`config.mk`:
```
export PLATFORM = sky130hd
export DESIGN_NAME = topk_block_select_flat
export DESIGN_NICKNAME = d
export VERILOG_FILES = /design/src/rtl/sattn_pkg.sv /design/src/rtl/topk_block_select_if.sv /design/src/rtl/topk_sorter.sv /design/src/rtl/topk_block_select.sv /design/src/flat_wrapper.sv
export SDC_FILE = /design/constraint.sdc
export NUM_CORES = 2
export LEC_CHECK = 0
export CAP_MARGIN = 20
export CORE_ASPECT_RATIO = 2
export CORE_MARGIN = 5
export CORE_UTILIZATION = 40
export DETAILED_ROUTE_END_ITERATION = 7
export GPL_TIMING_DRIVEN = 1
export PLACE_DENSITY_LB_ADDON = 0.05
export SLEW_MARGIN = 20
export SYNTH_ARGS = -nofsm -noshare
export SYNTH_HDL_FRONTEND = slang
export SYNTH_SLANG_ARGS = --single-unit
```
`constraint.sdc`:
```
create_clock -name clk -period 5.7 [get_ports clk]
set_input_delay 0.855 -clock clk [delete_from_list [all_inputs] [get_ports clk]]
set_output_delay 0.855 -clock clk [all_outputs]
set_load 0.02 [all_outputs]
```
`src/rtl/sattn_pkg.sv`:
```
// Shared types and constants for the sparse-attention top-K selection path.
package sattn_pkg;

  localparam int K_MAX   = 16;
  localparam int SCORE_W = 32;
  localparam int IDX_W   = 16;
  localparam int RANK_W  = $clog2(K_MAX);

  // Command code the decoder uses to launch a top-K index selection.
  localparam logic [7:0] CMD_TOPK_IDX = 8'h2A;

  typedef enum logic [1:0] {
    ST_IDLE    = 2'd0,
    ST_COLLECT = 2'd1,
    ST_WRITE   = 2'd2,
    ST_DONE    = 2'd3
  } state_e;

  typedef struct packed {
    logic                      valid;
    logic signed [SCORE_W-1:0] score;
    logic [IDX_W-1:0]          index;
  } slot_t;

  function automatic logic [IDX_W-1:0] min3(input logic [IDX_W-1:0] a,
                                            input logic [IDX_W-1:0] b,
                                            input logic [IDX_W-1:0] c);
    logic [IDX_W-1:0] m;
    m = (a < b) ? a : b;
    return (m < c) ? m : c;
  endfunction

endpackage

```
`src/rtl/topk_block_select_if.sv`:
```
// Score stream and index-RAM write port of topk_block_select.
interface topk_block_select_if;
  import sattn_pkg::*;

  // Score beat transfers on a cycle where score_valid && score_ready; score_data
  // must be stable while score_valid is high. idx_wen is a fire-and-forget strobe.
  logic                      score_valid;
  logic                      score_ready;
  logic signed [SCORE_W-1:0] score_data;
  logic                      idx_wen;
  logic [IDX_W-1:0]          idx_waddr;
  logic [IDX_W-1:0]          idx_wdata;

  modport master (
    output score_valid, score_data,
    input  score_ready, idx_wen, idx_waddr, idx_wdata
  );

  modport slave (
    input  score_valid, score_data,
    output score_ready, idx_wen, idx_waddr, idx_wdata
  );

endinterface

```
`src/rtl/topk_sorter.sv`:
```
// K_MAX-slot sorted insertion array, rank 0 = highest score.
// TOPK_SINK_EN: block 0 is pinned at rank 0 as the attention-sink block.
module topk_sorter
  import sattn_pkg::*;
(
  input  logic                      clk,
  input  logic                      rst,
  input  logic                      clear_i,
  input  logic                      insert_i,
  input  logic signed [SCORE_W-1:0] ins_score_i,
  input  logic [IDX_W-1:0]          ins_index_i,
  input  logic [RANK_W-1:0]         rd_rank_i,
  output logic [IDX_W-1:0]          rd_index_o
);

  slot_t            slot_q [K_MAX];
  slot_t            slot_d [K_MAX];
  slot_t            new_slot;
  logic [K_MAX-1:0] ahead;

  assign new_slot = '{valid: 1'b1, score: ins_score_i, index: ins_index_i};

  // Strict compare keeps the earlier block ahead on equal scores; the array is
  // always sorted, so ahead[] is a thermometer code (0..0 1..1).
  always_comb begin
    for (int j = 0; j < K_MAX; j++) begin
      ahead[j] = !slot_q[j].valid || ($signed(ins_score_i) > $signed(slot_q[j].score));
`ifdef TOPK_SINK_EN
      if (slot_q[j].valid && (slot_q[j].index == '0)) ahead[j] = 1'b0;
`endif
    end
  end

  always_comb begin
    for (int j = 0; j < K_MAX; j++) slot_d[j] = slot_q[j];
    if (insert_i) begin
      if (ahead[0]) slot_d[0] = new_slot;
      for (int j = 1; j < K_MAX; j++) begin
        if (ahead[j]) slot_d[j] = ahead[j-1] ? slot_q[j-1] : new_slot;
      end
    end
  end

  always_ff @(posedge clk) begin
    if (rst || clear_i) begin
      for (int j = 0; j < K_MAX; j++) slot_q[j] <= '0;
    end else begin
      for (int j = 0; j < K_MAX; j++) slot_q[j] <= slot_d[j];
    end
  end

  assign rd_index_o = slot_q[rd_rank_i].index;

endmodule

```
`src/rtl/topk_block_select.sv`:
```
// Top-K block selector: collects block scores, keeps the top K sorted, writes indices to the index RAM.
// TOPK_SINK_EN (see topk_sorter) keeps block 0 at rank 0.
module topk_block_select
  import sattn_pkg::*;
(
  input  logic                      clk,
  input  logic                      rst,
  input  logic                      start,
  input  logic [IDX_W-1:0]          k_blocks,
  input  logic [IDX_W-1:0]          n_blocks,
  input  logic [IDX_W-1:0]          idx_base_addr,
  topk_block_select_if.slave        bus,
  output logic [IDX_W-1:0]          sel_count,
  output logic                      busy,
  output logic                      done,
  output state_e                    state_dbg
);

  state_e           state_q;
  logic [IDX_W-1:0] k_eff_q;
  logic [IDX_W-1:0] n_q;
  logic [IDX_W-1:0] base_q;
  logic [IDX_W-1:0] beat_q;
  logic [IDX_W-1:0] wr_q;
  logic [IDX_W-1:0] sel_count_q;
  logic             done_q;
  logic             idx_wen_q;
  logic [IDX_W-1:0] idx_waddr_q;
  logic [IDX_W-1:0] idx_wdata_q;

  logic [IDX_W-1:0] k_eff_d;
  logic             accept;
  logic             sorter_clear;
  logic [IDX_W-1:0] rd_index;

  assign k_eff_d      = min3(k_blocks, IDX_W'(K_MAX), n_blocks);
  assign accept       = bus.score_valid && (state_q == ST_COLLECT);
  assign sorter_clear = (state_q == ST_IDLE) && start;

  topk_sorter u_sorter (
    .clk         (clk),
    .rst         (rst),
    .clear_i     (sorter_clear),
    .insert_i    (accept),
    .ins_score_i (bus.score_data),
    .ins_index_i (beat_q),
    .rd_rank_i   (wr_q[RANK_W-1:0]),
    .rd_index_o  (rd_index)
  );

  always_ff @(posedge clk) begin
    if (rst) begin
      state_q     <= ST_IDLE;
      k_eff_q     <= '0;
      n_q         <= '0;
      base_q      <= '0;
      beat_q      <= '0;
      wr_q        <= '0;
      sel_count_q <= '0;
      done_q      <= 1'b0;
      idx_wen_q   <= 1'b0;
      idx_waddr_q <= '0;
      idx_wdata_q <= '0;
    end else begin
      done_q    <= 1'b0;
      idx_wen_q <= 1'b0;
      case (state_q)
        ST_IDLE: begin
          if (start) begin
            k_eff_q <= k_eff_d;
            n_q     <= n_blocks;
            base_q  <= idx_base_addr;
            beat_q  <= '0;
            wr_q    <= '0;
            state_q <= (k_eff_d == '0) ? ST_DONE : ST_COLLECT;
          end
        end
        ST_COLLECT: begin
          if (accept) begin
            beat_q <= beat_q + 1'b1;
            if (beat_q == n_q - 1'b1) state_q <= ST_WRITE;
          end
        end
        ST_WRITE: begin
          // Address arithmetic wraps modulo 2^IDX_W by width truncation.
          idx_wen_q   <= 1'b1;
          idx_waddr_q <= base_q + wr_q;
          idx_wdata_q <= rd_index;
          wr_q        <= wr_q + 1'b1;
          if (wr_q == k_eff_q - 1'b1) state_q <= ST_DONE;
        end
        ST_DONE: begin
          done_q      <= 1'b1;
          sel_count_q <= k_eff_q;
          state_q     <= ST_IDLE;
        end
        default: state_q <= ST_IDLE;
      endcase
    end
  end

  assign bus.score_ready = (state_q == ST_COLLECT);
  assign bus.idx_wen     = idx_wen_q;
  assign bus.idx_waddr   = idx_waddr_q;
  assign bus.idx_wdata   = idx_wdata_q;
  assign sel_count       = sel_count_q;
  assign busy            = (state_q != ST_IDLE);
  assign done            = done_q;
  assign state_dbg       = state_q;

endmodule

```
`src/flat_wrapper.sv`:
```
// flat-port wrapper written by rule: the top's interface ports become plain ports
module topk_block_select_flat import sattn_pkg::*;
  (clk, rst, start, k_blocks, n_blocks, idx_base_addr, sel_count, busy, done, state_dbg, bus_score_valid, bus_score_data, bus_score_ready, bus_idx_wen, bus_idx_waddr, bus_idx_wdata);
  topk_block_select_if bus_i ();
  input  logic clk;
  input  logic rst;
  input  logic start;
  input  logic [IDX_W-1:0] k_blocks;
  input  logic [IDX_W-1:0] n_blocks;
  input  logic [IDX_W-1:0] idx_base_addr;
  output logic [IDX_W-1:0] sel_count;
  output logic busy;
  output logic done;
  output state_e state_dbg;
  input wire logic [$bits(bus_i.score_valid)-1:0] bus_score_valid;
  input wire logic [$bits(bus_i.score_data)-1:0] bus_score_data;
  output wire logic [$bits(bus_i.score_ready)-1:0] bus_score_ready;
  output wire logic [$bits(bus_i.idx_wen)-1:0] bus_idx_wen;
  output wire logic [$bits(bus_i.idx_waddr)-1:0] bus_idx_waddr;
  output wire logic [$bits(bus_i.idx_wdata)-1:0] bus_idx_wdata;
  assign bus_i.score_valid = bus_score_valid;
  assign bus_i.score_data = bus_score_data;
  assign bus_score_ready = bus_i.score_ready;
  assign bus_idx_wen = bus_i.idx_wen;
  assign bus_idx_waddr = bus_i.idx_waddr;
  assign bus_idx_wdata = bus_i.idx_wdata;
  topk_block_select u_core (.clk(clk), .rst(rst), .start(start), .k_blocks(k_blocks), .n_blocks(n_blocks), .idx_base_addr(idx_base_addr), .bus(bus_i), .sel_count(sel_count), .busy(busy), .done(done), .state_dbg(state_dbg));
endmodule
```
==> key figures <==
Floorplanning
  • Starting Density: 40.15%
  • Die Ht: 533.9 um
  • Die area: ~150000 sq um
  • Core Area: 136700 sq um
  • Cell Rows: between 150 and 200
  • Die Wd: 271.9 um
  • Top Ports: 138

Worst setup path
  • CP Data Arrival Time: 6030 ps
  • Crit end category: flip-flop
  • Setup crit start: bus_score_data[3]
  • CP startpoint kind: primary input
  • R2R depth: 11
  • Worst r2r dst: u_core.u_sorter.slot_q[5][30]
  • Crit Path Max Fanout: between 50 and 60
  • Crit Path Category: in2reg
  • Required time of the critical path: 6270 ps
  • R2R Path Start: u_core.u_sorter.slot_q[5][38]
  • R2R Setup Slk: 1390 ps

STA
  • Tightest Pin Transition: 1110 ps
  • RSZ-0062 raised after global routing: no
  • Final period util: 95.77%
  • Setup Viol. Count Final: 0
  • Final TNS setup: 0 ps
  • Post-route setup slack: 241.2 ps
  • Fin. Hold Viols: 0
  • Skew final: 40.25 ps
  • Worst hold margin: 455.8 ps
  • Max-slew violation count: 0
  • F_max: 183.2 MHz
  • Post-layout min period: 5459 ps
  • Max-slew headroom: ~25%

Logic synthesis
  • Yosys reg bits: 916
  • Ys flop type: dfxtp_1
  • Synth area leaders: dfxtp_1 33%, mux2i_1 13%, ha_1 13%
  • Post-synth EDFFs: 0
  • Yosys top cell area share: 33.41%
  • Avg Cell Area, Syn: approximately 8.5 sq um
  • Count leader, synth: a21oi_1
  • Top post-synthesis cells by count: 1009 x a21oi_1, 916 x dfxtp_1, 839 x o21ai_0
  • Post-synth cell types: 78
  • Ys Warns: 0
  • FFs w/ async S/R, synth: 0%
  • Register area share after synthesis: between 30% and 40%
  • Synthesized area: approximately 55000 sq um
  • Post-synth top area cell: dfxtp_1
  • Synth Instances: 6437

Final layout
  • Design area: 62060 sq um
  • Fillcell total: 13479
  • Layout cells sized above 1: 7.797%
  • Area grow syn2layout: 13.07%
  • Final cell count without fillers: 8227
  • Final nets: 7035
  • Storage element area: 18350 sq um
  • Post-layout util: 45.40%
  • Multi-input gate area: between 30000 and 40000 sq um

CTS
  • Clock Tree Root: clkbuf_16
  • Clock transition at the registers of the reported paths: 60 ps
  • Number of setup buffers added after CTS: 0
  • Clock Latency Late Sink: 720 ps
  • CTS tree: built
  • H-Tree Depth: 3
  • Post-CTS Resized: 0
  • CTS Buf Count: 95
  • Clock buffer depth: 3
  • # hold bufs at CTS: 0
  • Clk sinks: 916

Route
  • Initial drt markers: 2397
  • Vias per cell: 5.692
  • Antenna Nets Post-Route: 0
  • Drt pass-1 iters: 7
  • Number of vias in the routed layout: 46831
  • DR WL/cell: 25.00 um
  • DRC: 0
  • WL final: 205.7 mm

GRT
  • Gr usage total: 27.38%
  • Largest net degree at the start of global routing: 160
  • M1 GR Usage: 24.41%
  • Global route total overflow: 0
  • Vias in the first global route: 47672
  • GR Layer Usage met2: a little under three fifths
  • Most used routing layer: met2
  • Initial antenna violation count: 6
  • M3 GR Usage: under 10%
  • Global-route wire length before repair: 303.2 mm

Place
  • Pre-CTS WS: -465.1 ps
  • Dpl hpwl: 152.0 mm
  • DP Area: 58760 sq um
  • DP Cell Count: roughly 8000
  • PortBufs: 137
  • Placer congestion estimate: 0.8736

Pwr
  • Max VDD drop: 0.0003905 V
  • Final Total Pwr: 21.44 mW
  • Lkg Pwr: 24.98 nW
  • Power Dens Cells: 345.4 nW/um^2

Min path
  • Worst hold path depth: 2
  • Hold Crit Class: reg2reg
  • Hold_sp: u_core.u_sorter.slot_q[0][32]
  • Hold EP: u_core.u_sorter.slot_q[0][32]

Status
  • Run status: finished clean

Flow run
  • Max cap viols: 0
[layer usage]
| layer | wire length [um] | vias to the layer above |
|---|---|---|
| met5 | 0 | - |
| met4 | 18930 | 0 |
| met3 | 5596 | 484 |
| met2 | 114700 | 948 |
| met1 | 66440 | 22398 |
| li1 | - | 23001 |
[power breakdown]
part	internal (mW)	switching, mW	total (mW)
logic	2.37	4.05	6.42
clock network	3.83	2.94	6.77
registers	7.39	0.863	8.25
[cell families (layout without fill, tap and decap cells)]
| kind of cell | Yosys count | in the layout | synth area share [%] |
|---|---|---|---|
| fa+ha+maj | 552 | 552 | 12.60 |
| xor+xnor | 74 | 74 | 1.181 |
| buf+inv | 1031 | 1061 | 7.334 |
| mux | 783 | 783 | 16.12 |
| flops | 916 | 916 | 33.41 |
| simple gates | 902 | 902 | 7.829 |
| other cells | 1 | 15 | 0.006833 |
| compound gates | 2178 | 2178 | 21.52 |
[registers in the layout, indices dropped and copies added, names as in the netlist]
| signal | cells |
|---|---|
| u_core.bus.idx_waddr | 16 |
| u_core.done | 1 |
| u_core.n_q | 16 |
| u_core.state_dbg | 2 |
| u_core.base_q | 16 |
| u_core.bus.idx_wdata | 16 |
| u_core.bus.idx_wen | 1 |
| u_core.wr_q | 16 |
| u_core.beat_q | 16 |
| u_core.sel_count | 16 |
| u_core.u_sorter.slot_q | 784 |
| u_core.k_eff_q | 16 |
[worst max-delay path by stage]
stage                     depth (start not counted)                             to  slack, ps
after CTS                                        12  u_core.u_sorter.slot_q[1][15]        270
final                                            12  u_core.u_sorter.slot_q[1][14]        240
after floorplan                                  15  u_core.u_sorter.slot_q[8][28]       1420
after global placement                           12  u_core.u_sorter.slot_q[1][15]       -360
after global routing                             13  u_core.u_sorter.slot_q[1][20]        140
after detailed placement                         12  u_core.u_sorter.slot_q[1][15]       -470
[cell type report]
class / instances / area share (%)
antenna: 4 / 0.01613
clock buffer: 132 / 4.411
clock inverter: 43 / 0.8831
inverter: 561 / 3.393
multi-input combinational: 4500 / 52.94
sequential: 916 / 29.56
tap: 1746 / 3.520
timing repair buffer: 325 / 5.274
[placed cells by master (no fill, tap or decap), drive strengths merged, types with 14 or more instances in the layout]
cell,count
a22o,28
a21oi,1010
clkinv,30
clkdlybuf4s50,115
nor3,47
mux2i,697
nor2,250
a2111oi,15
nor2b,26
a21o,53
and3,21
o21a,22
nand2,260
ha,551
a31oi,22
nand4,96
o22ai,14
mux4,80
nand3,87
a211oi,32
clkbuf,132
inv,562
xor2,34
or3,16
dfxtp,916
o21ai,852
buf,210
xnor2,40
and2,19
nor4,25
o211ai,37
[critical path, cell delays in order]
cell and delay (ps):
clkdlybuf4s50_1 960, buf_4 510, ha_1 330, a21o_1 220, a2111oi_0 440, a21oi_1 290
a211oi_1 680, a21oi_1 280, o31ai_4 410, buf_4 600, mux2i_1 280, a21oi_1 90
No activity file was read; power rests on OpenSTA's default activity.
